`src/rtl/alu_pkg.sv`:
```
// Shared definitions for the multi-cycle ALU issue path.
// Contents:
//   OP_MUL / OP_DIV  - one-bit op encodings carried on req_op
//   state_t          - issue sequencer state encoding
//   DIV0_ONES        - all-ones pattern returned on divide-by-zero
//                      (sliced to the datapath width by the user)
package alu_pkg;

  localparam logic OP_MUL = 1'b0;
  localparam logic OP_DIV = 1'b1;

  typedef enum logic [2:0] {
    IDLE,
    LAUNCH,
    WAIT,
    RESP,
    DRAIN,
    ABORT
  } state_t;

  localparam logic [63:0] DIV0_ONES = '1;

endpackage

```
`src/rtl/alu_mc_seq.sv`:
```
// alu_mc_seq - issue sequencer for the multi-cycle ALU units (divider and
// sequential multiplier). Takes one op at a time from the control unit,
// latches its operands, pulses the selected unit's start, waits for done
// (bounded by TIMEOUT) and returns result plus Z/N/C/V/err on a
// valid/ready response port. Handles divide-by-zero, timeout and flush.
// Ports:
//   clk, rst                  clock, asynchronous active-low reset
//   i_req_valid/o_req_ready   request handshake (ready only in IDLE)
//   i_req_op, i_req_a/b       op (0=MUL, 1=DIV) and operands
//   i_flush                   abandon the in-flight op
//   o_mul_start/o_div_start   one-cycle unit start pulses
//   o_unit_a/o_unit_b         latched operands to both units
//   i_mul_result/i_mul_done   multiplier return
//   i_div_result/i_div_done   divider return
//   o_rsp_valid/i_rsp_ready   response handshake
//   o_rsp_result, o_rsp_Z/N/C/V, o_rsp_err   response payload
module alu_mc_seq
  import alu_pkg::*;
#(
  parameter int WIDTH   = 16,
  parameter int TIMEOUT = 40,
  parameter int TO_W    = 6
) (
  input  logic             clk,
  input  logic             rst,
  input  logic             i_req_valid,
  output logic             o_req_ready,
  input  logic             i_req_op,
  input  logic [WIDTH-1:0] i_req_a,
  input  logic [WIDTH-1:0] i_req_b,
  input  logic             i_flush,
  output logic             o_mul_start,
  output logic             o_div_start,
  output logic [WIDTH-1:0] o_unit_a,
  output logic [WIDTH-1:0] o_unit_b,
  input  logic [WIDTH-1:0] i_mul_result,
  input  logic             i_mul_done,
  input  logic [WIDTH-1:0] i_div_result,
  input  logic             i_div_done,
  output logic             o_rsp_valid,
  input  logic             i_rsp_ready,
  output logic [WIDTH-1:0] o_rsp_result,
  output logic             o_rsp_Z,
  output logic             o_rsp_N,
  output logic             o_rsp_C,
  output logic             o_rsp_V,
  output logic             o_rsp_err
);

  state_t             r_state;
  logic               r_op;
  logic [WIDTH-1:0]   r_a;
  logic [WIDTH-1:0]   r_b;
  logic [TO_W-1:0]    r_cnt;
  logic               r_req_ready;
  logic               r_mul_start;
  logic               r_div_start;
  logic               r_rsp_valid;
  logic [WIDTH-1:0]   r_result;
  logic               r_z;
  logic               r_n;
  logic               r_c;
  logic               r_v;
  logic               r_err;

  logic               w_accept;
  logic               w_done;
  logic [WIDTH-1:0]   w_unit_res;
  logic               w_timeout;

  // A flush in IDLE blocks acceptance, so it wins over a simultaneous request.
  assign o_req_ready = r_req_ready & ~i_flush;
  assign w_accept    = i_req_valid & o_req_ready;

  // Only the unit that was launched is listened to.
  assign w_done     = (r_op == OP_DIV) ? i_div_done : i_mul_done;
  assign w_unit_res = (r_op == OP_DIV) ? i_div_result : i_mul_result;
  assign w_timeout  = (r_cnt == TO_W'(TIMEOUT));

  // Single FSM with all outputs registered. Start pulses default low every
  // cycle so they can only be high for the LAUNCH cycle. In WAIT and ABORT a
  // done in the same cycle as the timeout match wins. A flush that coincides
  // with done or timeout in WAIT goes straight to IDLE, since the unit is
  // already free and ABORT would otherwise wait for a done that never comes.
  always_ff @(posedge clk or negedge rst) begin
    if (!rst) begin
      r_state     <= IDLE;
      r_op        <= OP_MUL;
      r_a         <= '0;
      r_b         <= '0;
      r_cnt       <= '0;
      r_req_ready <= 1'b1;
      r_mul_start <= 1'b0;
      r_div_start <= 1'b0;
      r_rsp_valid <= 1'b0;
      r_result    <= '0;
      r_z         <= 1'b0;
      r_n         <= 1'b0;
      r_c         <= 1'b0;
      r_v         <= 1'b0;
      r_err       <= 1'b0;
    end else begin
      r_mul_start <= 1'b0;
      r_div_start <= 1'b0;
      case (r_state)
        IDLE: begin
          if (w_accept) begin
            r_op        <= i_req_op;
            r_a         <= i_req_a;
            r_b         <= i_req_b;
            r_req_ready <= 1'b0;
            if ((i_req_op == OP_DIV) && (i_req_b == '0)) begin
              r_state     <= RESP;
              r_rsp_valid <= 1'b1;
              r_result    <= DIV0_ONES[WIDTH-1:0];
              r_err       <= 1'b1;
              r_v         <= 1'b1;
              r_z         <= 1'b0;
              r_n         <= 1'b1;
              r_c         <= 1'b0;
            end else begin
              r_state     <= LAUNCH;
              r_mul_start <= (i_req_op == OP_MUL);
              r_div_start <= (i_req_op == OP_DIV);
            end
          end
        end
        LAUNCH: begin
          r_cnt   <= '0;
          r_state <= i_flush ? ABORT : WAIT;
        end
        WAIT: begin
          if (w_done) begin
            if (i_flush) begin
              r_state     <= IDLE;
              r_req_ready <= 1'b1;
            end else begin
              r_state     <= RESP;
              r_rsp_valid <= 1'b1;
              r_result    <= w_unit_res;
              r_z         <= (w_unit_res == '0);
              r_n         <= w_unit_res[WIDTH-1];
              r_c         <= 1'b0;
              r_v         <= 1'b0;
              r_err       <= 1'b0;
            end
          end else if (w_timeout) begin
            if (i_flush) begin
              r_state     <= IDLE;
              r_req_ready <= 1'b1;
            end else begin
              r_state     <= DRAIN;
              r_rsp_valid <= 1'b1;
              r_result    <= '0;
              r_z         <= 1'b1;
              r_n         <= 1'b0;
              r_c         <= 1'b0;
              r_v         <= 1'b0;
              r_err       <= 1'b1;
            end
          end else begin
            r_cnt <= r_cnt + TO_W'(1);
            if (i_flush) begin
              r_state <= ABORT;
            end
          end
        end
        ABORT: begin
          if (w_done || w_timeout) begin
            r_state     <= IDLE;
            r_req_ready <= 1'b1;
          end else begin
            r_cnt <= r_cnt + TO_W'(1);
          end
        end
        RESP, DRAIN: begin
          if (i_flush || i_rsp_ready) begin
            r_state     <= IDLE;
            r_rsp_valid <= 1'b0;
            r_req_ready <= 1'b1;
          end
        end
        default: begin
          r_state     <= IDLE;
          r_rsp_valid <= 1'b0;
          r_req_ready <= 1'b1;
        end
      endcase
    end
  end

  assign o_mul_start  = r_mul_start;
  assign o_div_start  = r_div_start;
  assign o_unit_a     = r_a;
  assign o_unit_b     = r_b;
  assign o_rsp_valid  = r_rsp_valid;
  assign o_rsp_result = r_result;
  assign o_rsp_Z      = r_z;
  assign o_rsp_N      = r_n;
  assign o_rsp_C      = r_c;
  assign o_rsp_V      = r_v;
  assign o_rsp_err    = r_err;

endmodule
```
`config.mk`:
```
export PLATFORM = sky130hd
export DESIGN_NAME = alu_mc_seq
export DESIGN_NICKNAME = d
export VERILOG_FILES = /design/src/rtl/alu_pkg.sv /design/src/rtl/alu_mc_seq.sv
export SDC_FILE = /design/constraint.sdc
export NUM_CORES = 1
export LEC_CHECK = 0
export CAP_MARGIN = 20
export CORE_ASPECT_RATIO = 0.8
export CORE_MARGIN = 4
export CORE_UTILIZATION = 28
export DETAILED_ROUTE_END_ITERATION = 16
export SYNTH_ARGS = -nofsm -noshare
export SYNTH_HDL_FRONTEND = slang
export SYNTH_SLANG_ARGS = --single-unit
```
`constraint.sdc`:
```
create_clock -name clk -period 2.6 [get_ports clk]
set_input_delay 0.78 -clock clk [delete_from_list [all_inputs] [get_ports clk]]
set_output_delay 0.78 -clock clk [all_outputs]
set_load 0.02 [all_outputs]
```
==> summary.txt, run 1 <==
Synthesis
  – Mapped Area: 3210 um2
  – Top cells by area in the synthesized netlist: dfrtp_1, mux2_2, mux2i_1
  – Yosys top cell by area: dfrtp_1
  – Top cell type's share of synthesized area: 0.507
  – Syn_nets: 347
  – #FFs+latches synth: 66
  – Synth warn: 0
  – Syn Area/Cell: 11.8 um2
  – Post-synth EDFFs: 0
  – Yosys cell types: 46
  – Instance count of the mapped netlist: 273
  – Async SR Flop Fraction: 1.00
  – Most used DFF post-synth: dfrtp_1
  – Sequential share of the synthesized area: 0.515

Placed design
  – PortBufs: 128
  – Gpl congestion: 0.857
  – Hpwl dp: 7170 um

Power
  – Worst vdd ir: 0.593 mV
  – PwrDens: 1120 nW/um2
  – Leak: 2.21 nW
  – Overall Power: 5.96 mW

CTS
  – CTS tree: yes
  – Clock transition at path regs: 0.05 ns
  – Root Buffer: clkbuf_16
  – Sink Count: 66
  – CTS H-Tree Depth: 3
  – Cts bufs inserted: 9
  – Clk_lat worst skew: 0.33 ns
  – CTS Buffer Depth: 2

Worst setup path
  – Cell mode on critical path: buf_6
  – Crit. End Element: flop
  – Critical path's top delay family: simple AND/OR/NAND/NOR gates
  – Worst path required time: 2.81 ns
  – Slowest cell on the critical path: or4_4
  – Critical path cell sequence: buf_2, nor4_4, nand4_1, or4_4, a211oi_4, buf_6, buf_6, mux2_4
  – Crit path DAT: 2.72 ns
  – CP max FO: 5
  – Largest stage delay, worst path: 0.53 ns
  – CP Buf/Inv Count: 3
  – Crit Path Class: in -> reg
  – Startpoint types: input pin

Floorplan
  – Chip height: 104 um
  – Ports: 129
  – Core ar.: 11000 um2
  – Die area: 13300 um2
  – Initial Utilization: 0.291
  – # rows: 34
  – Die width: 128 um

Global route
  – Largest net degree at the start of global routing: 51
  – Vias in the first global route: 3104
  – GRT overflow: 0
  – Antenna violations before repair: 0
  – First-pass GRT wire length: 16100 um
  – GRT Util Overall: 0.153

Cells and area
  – Ant diodes: 0
  – Commonest non-fill, non-tap cells in the layout: clkdlybuf4s50_1, dfrtp_1, mux2_2, buf_4, o21ai_0
  – Synth-to-Final Area Change: 65.6%
  – Multi-input gate area: 1570 um2
  – Share of post-route cells with drive strength above 1: 0.302
  – FILL cells: 1005
  – Nets: 506
  – FF/Latch Area: 1650 um2
  – Most common cell after layout, fill and taps aside: clkdlybuf4s50_1

Route
  – 1st-iter DRT viols: 87
  – Post-route ant nets: 0
  – WL/cell: 17.1 um
  – Final WL: 9950 um
  – Avg Vias per Cell: 4.85
  – DR vias: 2820
  – First-pass detailed-route iteration total: 5
  – DRC violations left: 0

Timing
  – FMAX: 0.398 GHz
  – Max-slew violation count: 0
  – RSZ-0062 raised after global routing: yes
  – Final setup violation count: 0
  – Final Hold Viols: 0
  – Maximum clock skew at final layout: 0.00679 ns
  – Fin crit share: 0.966
  – Max_slew headroom: 0.650
  – Setup tns final: 0 ns
  – Worst-Margin Slew: 0.526 ns
  – Fin crit period: 2.51 ns

Flow run
  – Maximum Capacitance Violations: 0

Outcome
  – Outcome: finished clean

Min path
  – Hold Crit Class: in -> async
## layer usage
metal	up-vias	track usage	wire, um
met2	116	0.230	4360
met5	-	0	0
li1	1332	-	-
met1	1360	0.188	4370
met4	0	0.0432	120
met3	12	0.0833	1090
## Yosys cell counts (3+ instances only)
| cell type | number |
|---|---|
| xor2_1 | 4 |
| a21oi_1 | 4 |
| clkbuf_1 | 8 |
| mux2_2 | 51 |
| nor4_1 | 9 |
| o21ai_0 | 25 |
| nor2_1 | 14 |
| nor2b_1 | 3 |
| nand2_1 | 7 |
| nor3_1 | 7 |
| buf_2 | 3 |
| nand3_1 | 4 |
| mux2i_1 | 17 |
| dfrtp_1 | 65 |
| inv_1 | 7 |
## cell families (layout without fill, tap and decap cells)
logic type,Yosys count,count (layout),synth area share
buf+inv,23,187,0.0339
mux,68,68,0.232
flops,66,66,0.515
simple gates,58,58,0.0963
compound gates,51,51,0.102
xor+xnor,5,5,0.0136
fa+ha+maj,2,2,0.00779
## sequential cells by signal, indices dropped and copies added, names as in the netlist
register	cells
o_rsp_Z	1
o_rsp_valid	1
o_unit_b	16
o_rsp_N	1
r_cnt	6
o_div_start	1
r_state	3
o_rsp_C	1
r_op	1
o_unit_a	16
o_rsp_err	1
o_mul_start	1
o_rsp_result	15
o_rsp_V	1
r_req_ready	1
## repair_timing
action | 4_1_cts | 5_1_grt
hold buffers | 0 | 0
resized for setup | 84 | 2
setup buffers | 6 | 0
pin swaps | 7 | 4
endpoints found under the setup margin | 21 | 19
gates cloned | 2 | 0
## layout make-up
cell class                      instances  area share
Inverter                                7     0.00494
Tap cell                              144      0.0339
Clock buffer                           12      0.0482
Clock inverter                          4     0.00941
Multi-Input combinational cell        184       0.296
Sequential cell                        66       0.311
Timing Repair Buffer                  164       0.297
## where the power goes
part / internal, mW / total [mW] / switching (mW) / leakage (nW)
combinational: 1.55 / 2.92 / 1.37 / 1.27
clock: 0.792 / 1.23 / 0.442 / 0.145
sequential: 1.49 / 1.80 / 0.314 / 0.798
total: 3.83 / 5.96 / 2.13 / 2.21
## final timing paths
path	cells past startpoint	startpoint	slack (ns)	endpoint
worst max-delay path	8	i_req_b[5]	0.09	o_rsp_result[7]
worst min-delay path	1	rst	0.38	o_unit_b[1]
worst max register to register	9	r_cnt[0]	0.21	o_rsp_result[7]
worst min register to register	1	o_rsp_valid	0.48	o_rsp_valid
max in group asynchronous	2	rst	1.57	r_req_ready
min in group clk	1	o_rsp_valid	0.48	o_rsp_valid
## per-stage QoR
stage                     hold WS [ns]  area (um2)  std cells   util  worst slack, ns
after floorplan                  0.484        3270        273      -          -0.0333
after global placement           0.472        4950        561  0.449           -0.582
after detailed placement         0.478        4950        561  0.449           -0.633
after CTS                        0.384        5390        584  0.489          -0.0561
after global routing             0.394        5320        581  0.483         -0.00403
final                            0.381        5320        581  0.483           0.0884
## worst reg2reg max path, stage by stage, from the launching register on
cell and delay [ns]:
dfrtp_1 0.39, inv_1 0.12, ha_1 0.16, nand4b_1 0.21
o21ai_0 0.31, nand3_1 0.19, a211oi_4 0.29, buf_6 0.16
buf_6 0.14, mux2_4 0.31
Power figures use the tool's default switching activity.
==> inputs of run 2 (changes only) <==
Settings changed: REMOVE_ABC_BUFFERS from default to 1.
==> summary.txt, run 2 (synthesis results as in run 1) <==
CTS
  – CTS tree: yes
  – # hold bufs at CTS: 0 (unchanged)
  – Cts bufs inserted: 9 (unchanged)
  – Root Buffer: clkbuf_16
  – Clock transition at path regs: 0.05 ns (about the same)
  – CTS Buffer Depth: 2 (unchanged)
  – Sink Count: 66 (unchanged)
  – Clk_lat worst skew: 0.33 ns (about the same)
  – CTS H-Tree Depth: 3 (unchanged)

Placed design
  – PortBufs: 128 (unchanged)
  – Hpwl dp: 6920 um (-3.5%)
  – Cells after DPL: 557 (-0.71%)
  – Gpl congestion: 0.798 (-6.9%)

Timing
  – Worst hold margin: 0.469 ns (+0.0878 ns)
  – Worst-Margin Slew: 0.640 ns (+0.115 ns)
  – Fin crit share: 0.996 (+0.0295)
  – Max_slew headroom: 0.573 (-0.0764)
  – RSZ-0062 raised after global routing: yes
  – FMAX: 0.386 GHz (-3.0%)
  – Final Hold Viols: 0 (unchanged)
  – Maximum clock skew at final layout: 0.00521 ns (-0.00158 ns)
  – Final setup violation count: 0 (unchanged)
  – Max-slew violation count: 0 (unchanged)
  – Fin crit period: 2.59 ns (+0.0767 ns)

Floorplan
  – Ports: 129 (unchanged)
  – # rows: 34 (unchanged)
  – Die width: 128 um (unchanged)
  – Die area: 13300 um2 (unchanged)
  – Initial Utilization: 0.291 (unchanged)
  – Core ar.: 11000 um2 (unchanged)
  – Chip height: 104 um (unchanged)

Min path
  – Hold Crit Class: in -> async

Cells and area
  – FILL cells: 1023 (+1.8%)
  – Commonest non-fill, non-tap cells in the layout: clkdlybuf4s50_1, dfrtp_1, mux2_2, buf_4, o21ai_0
  – Share of post-route cells with drive strength above 1: 0.295 (-0.00686)
  – Nets: 507 (+0.20%)
  – Multi-input gate area: 1580 um2 (+0.40%)
  – Most common cell after layout, fill and taps aside: clkdlybuf4s50_1
  – Synth-to-Final Area Change: 66.8%
  – FF/Latch Area: 1650 um2 (unchanged)
  – Ant diodes: 0 (unchanged)
  – Layout Cells excl Fill: 581 (unchanged)

Power
  – PwrDens: 1110 nW/um2 (-0.50%)
  – Leak: 2.24 nW (+1.5%)
  – Worst vdd ir: 0.498 mV (-16%)

Global route
  – Antenna violations before repair: 0 (unchanged)
  – GRT overflow: 0 (unchanged)
  – GRT met3 Usage: 0.0478 (-0.0355)
  – Met2 Use GR: 0.225 (-0.00561)
  – GR peak layer: met2
  – Largest net degree at the start of global routing: 40 (-22%)
  – First-pass GRT wire length: 15600 um (-3.0%)
  – GRT Util Overall: 0.147 (-0.00563)
  – Vias in the first global route: 2932 (-5.5%)
  – GR Layer Usage met1: 0.198 (+0.00988)

Worst setup path
  – Worst path required time: 2.81 ns (about the same)
  – Crit path DAT: 2.80 ns (+0.08 ns)
  – Crit. End Element: flop
  – Crit Path Class: in -> reg
  – R2R depth: 9 (unchanged)
  – Startpoint types: input pin
  – CP max FO: 5 (unchanged)

Route
  – WL/cell: 16.7 um (-2.3%)
  – DR vias: 2758 (-2.2%)
  – Avg Vias per Cell: 4.75 (-2.2%)
  – 1st-iter DRT viols: 95 (+9.2%)
  – Final WL: 9730 um (-2.3%)
  – Post-route ant nets: 0 (unchanged)
  – DRC violations left: 0 (unchanged)
  – First-pass detailed-route iteration total: 4 (-1)

Flow run
  – Maximum Capacitance Violations: 0 (unchanged)

Outcome
  – Outcome: finished clean
==> run 2: critical path, stage by stage <==
cell      delay, ns
buf_8          0.10
nor4_4         0.30
nand4_1        0.17
or4_4          0.53
a211oi_4       0.32
buf_6          0.17
buf_8          0.13
mux2_4         0.31
==> run 2: where the power goes <==
group / internal (mW) / switching (mW)
Combinational: 1.58 / 1.35
Sequential: 1.49 / 0.318
Clock: 0.813 / 0.420
==> run 2: cell type report <==
class	instances	area share
clock buffers	13	0.0505
clock inverters	2	0.00654
inverters	7	0.00491
multi-input cells	184	0.295
flip-flops and latches	66	0.309
well taps	144	0.0336
repair buffers	165	0.301
==> run 2: path summary, 6_finish.rpt <==
kind                       slack (ns)         from              end
max                              0.01   i_req_b[5]  o_rsp_result[5]
min                              0.47          rst  o_rsp_result[9]
max reg2reg                      0.25     r_cnt[1]  o_rsp_result[5]
min reg2reg                      0.48  o_rsp_valid      o_rsp_valid
max in group asynchronous        1.48          rst       r_state[2]
min in group clk                 0.48  o_rsp_valid      o_rsp_valid
==> run 2: per-layer routing <==
layer,vias to the layer above,part of all wire
li1,1324,-
met3,8,0.068
met5,-,0
met2,94,0.46
met1,1332,0.46
met4,0,0.011
==> run 2: timing repair <==
action / in CTS / in global routing
setup endpoints to repair: 22 / 16
pin swaps: 8 / 5
gates cloned: 2 / 1
resized for setup: 84 / 13
buffers inserted: 5 / 4
==> run 2: per-stage QoR <==
step	util	area (um2)	TNS [ns]	worst slack [ns]	power [mW]
global placement	0.441	4860	-17.30	-0.864	4.61
global route	0.486	5360	-1.24	-0.0920	6.30
floorplan	-	3130	-35.91	-0.713	3.21
detailed placement	0.441	4860	-18.28	-0.917	4.64
CTS	0.484	5330	-0.188	-0.0237	6.00
finish	0.486	5360	0	0.0117	5.97
==> inputs of run 3 (changes only) <==
Settings changed: GPL_ROUTABILITY_DRIVEN from default to 1.
==> results of run 3 <==
Same layout as run 2: the final DEF is identical, and so are final timing and power.
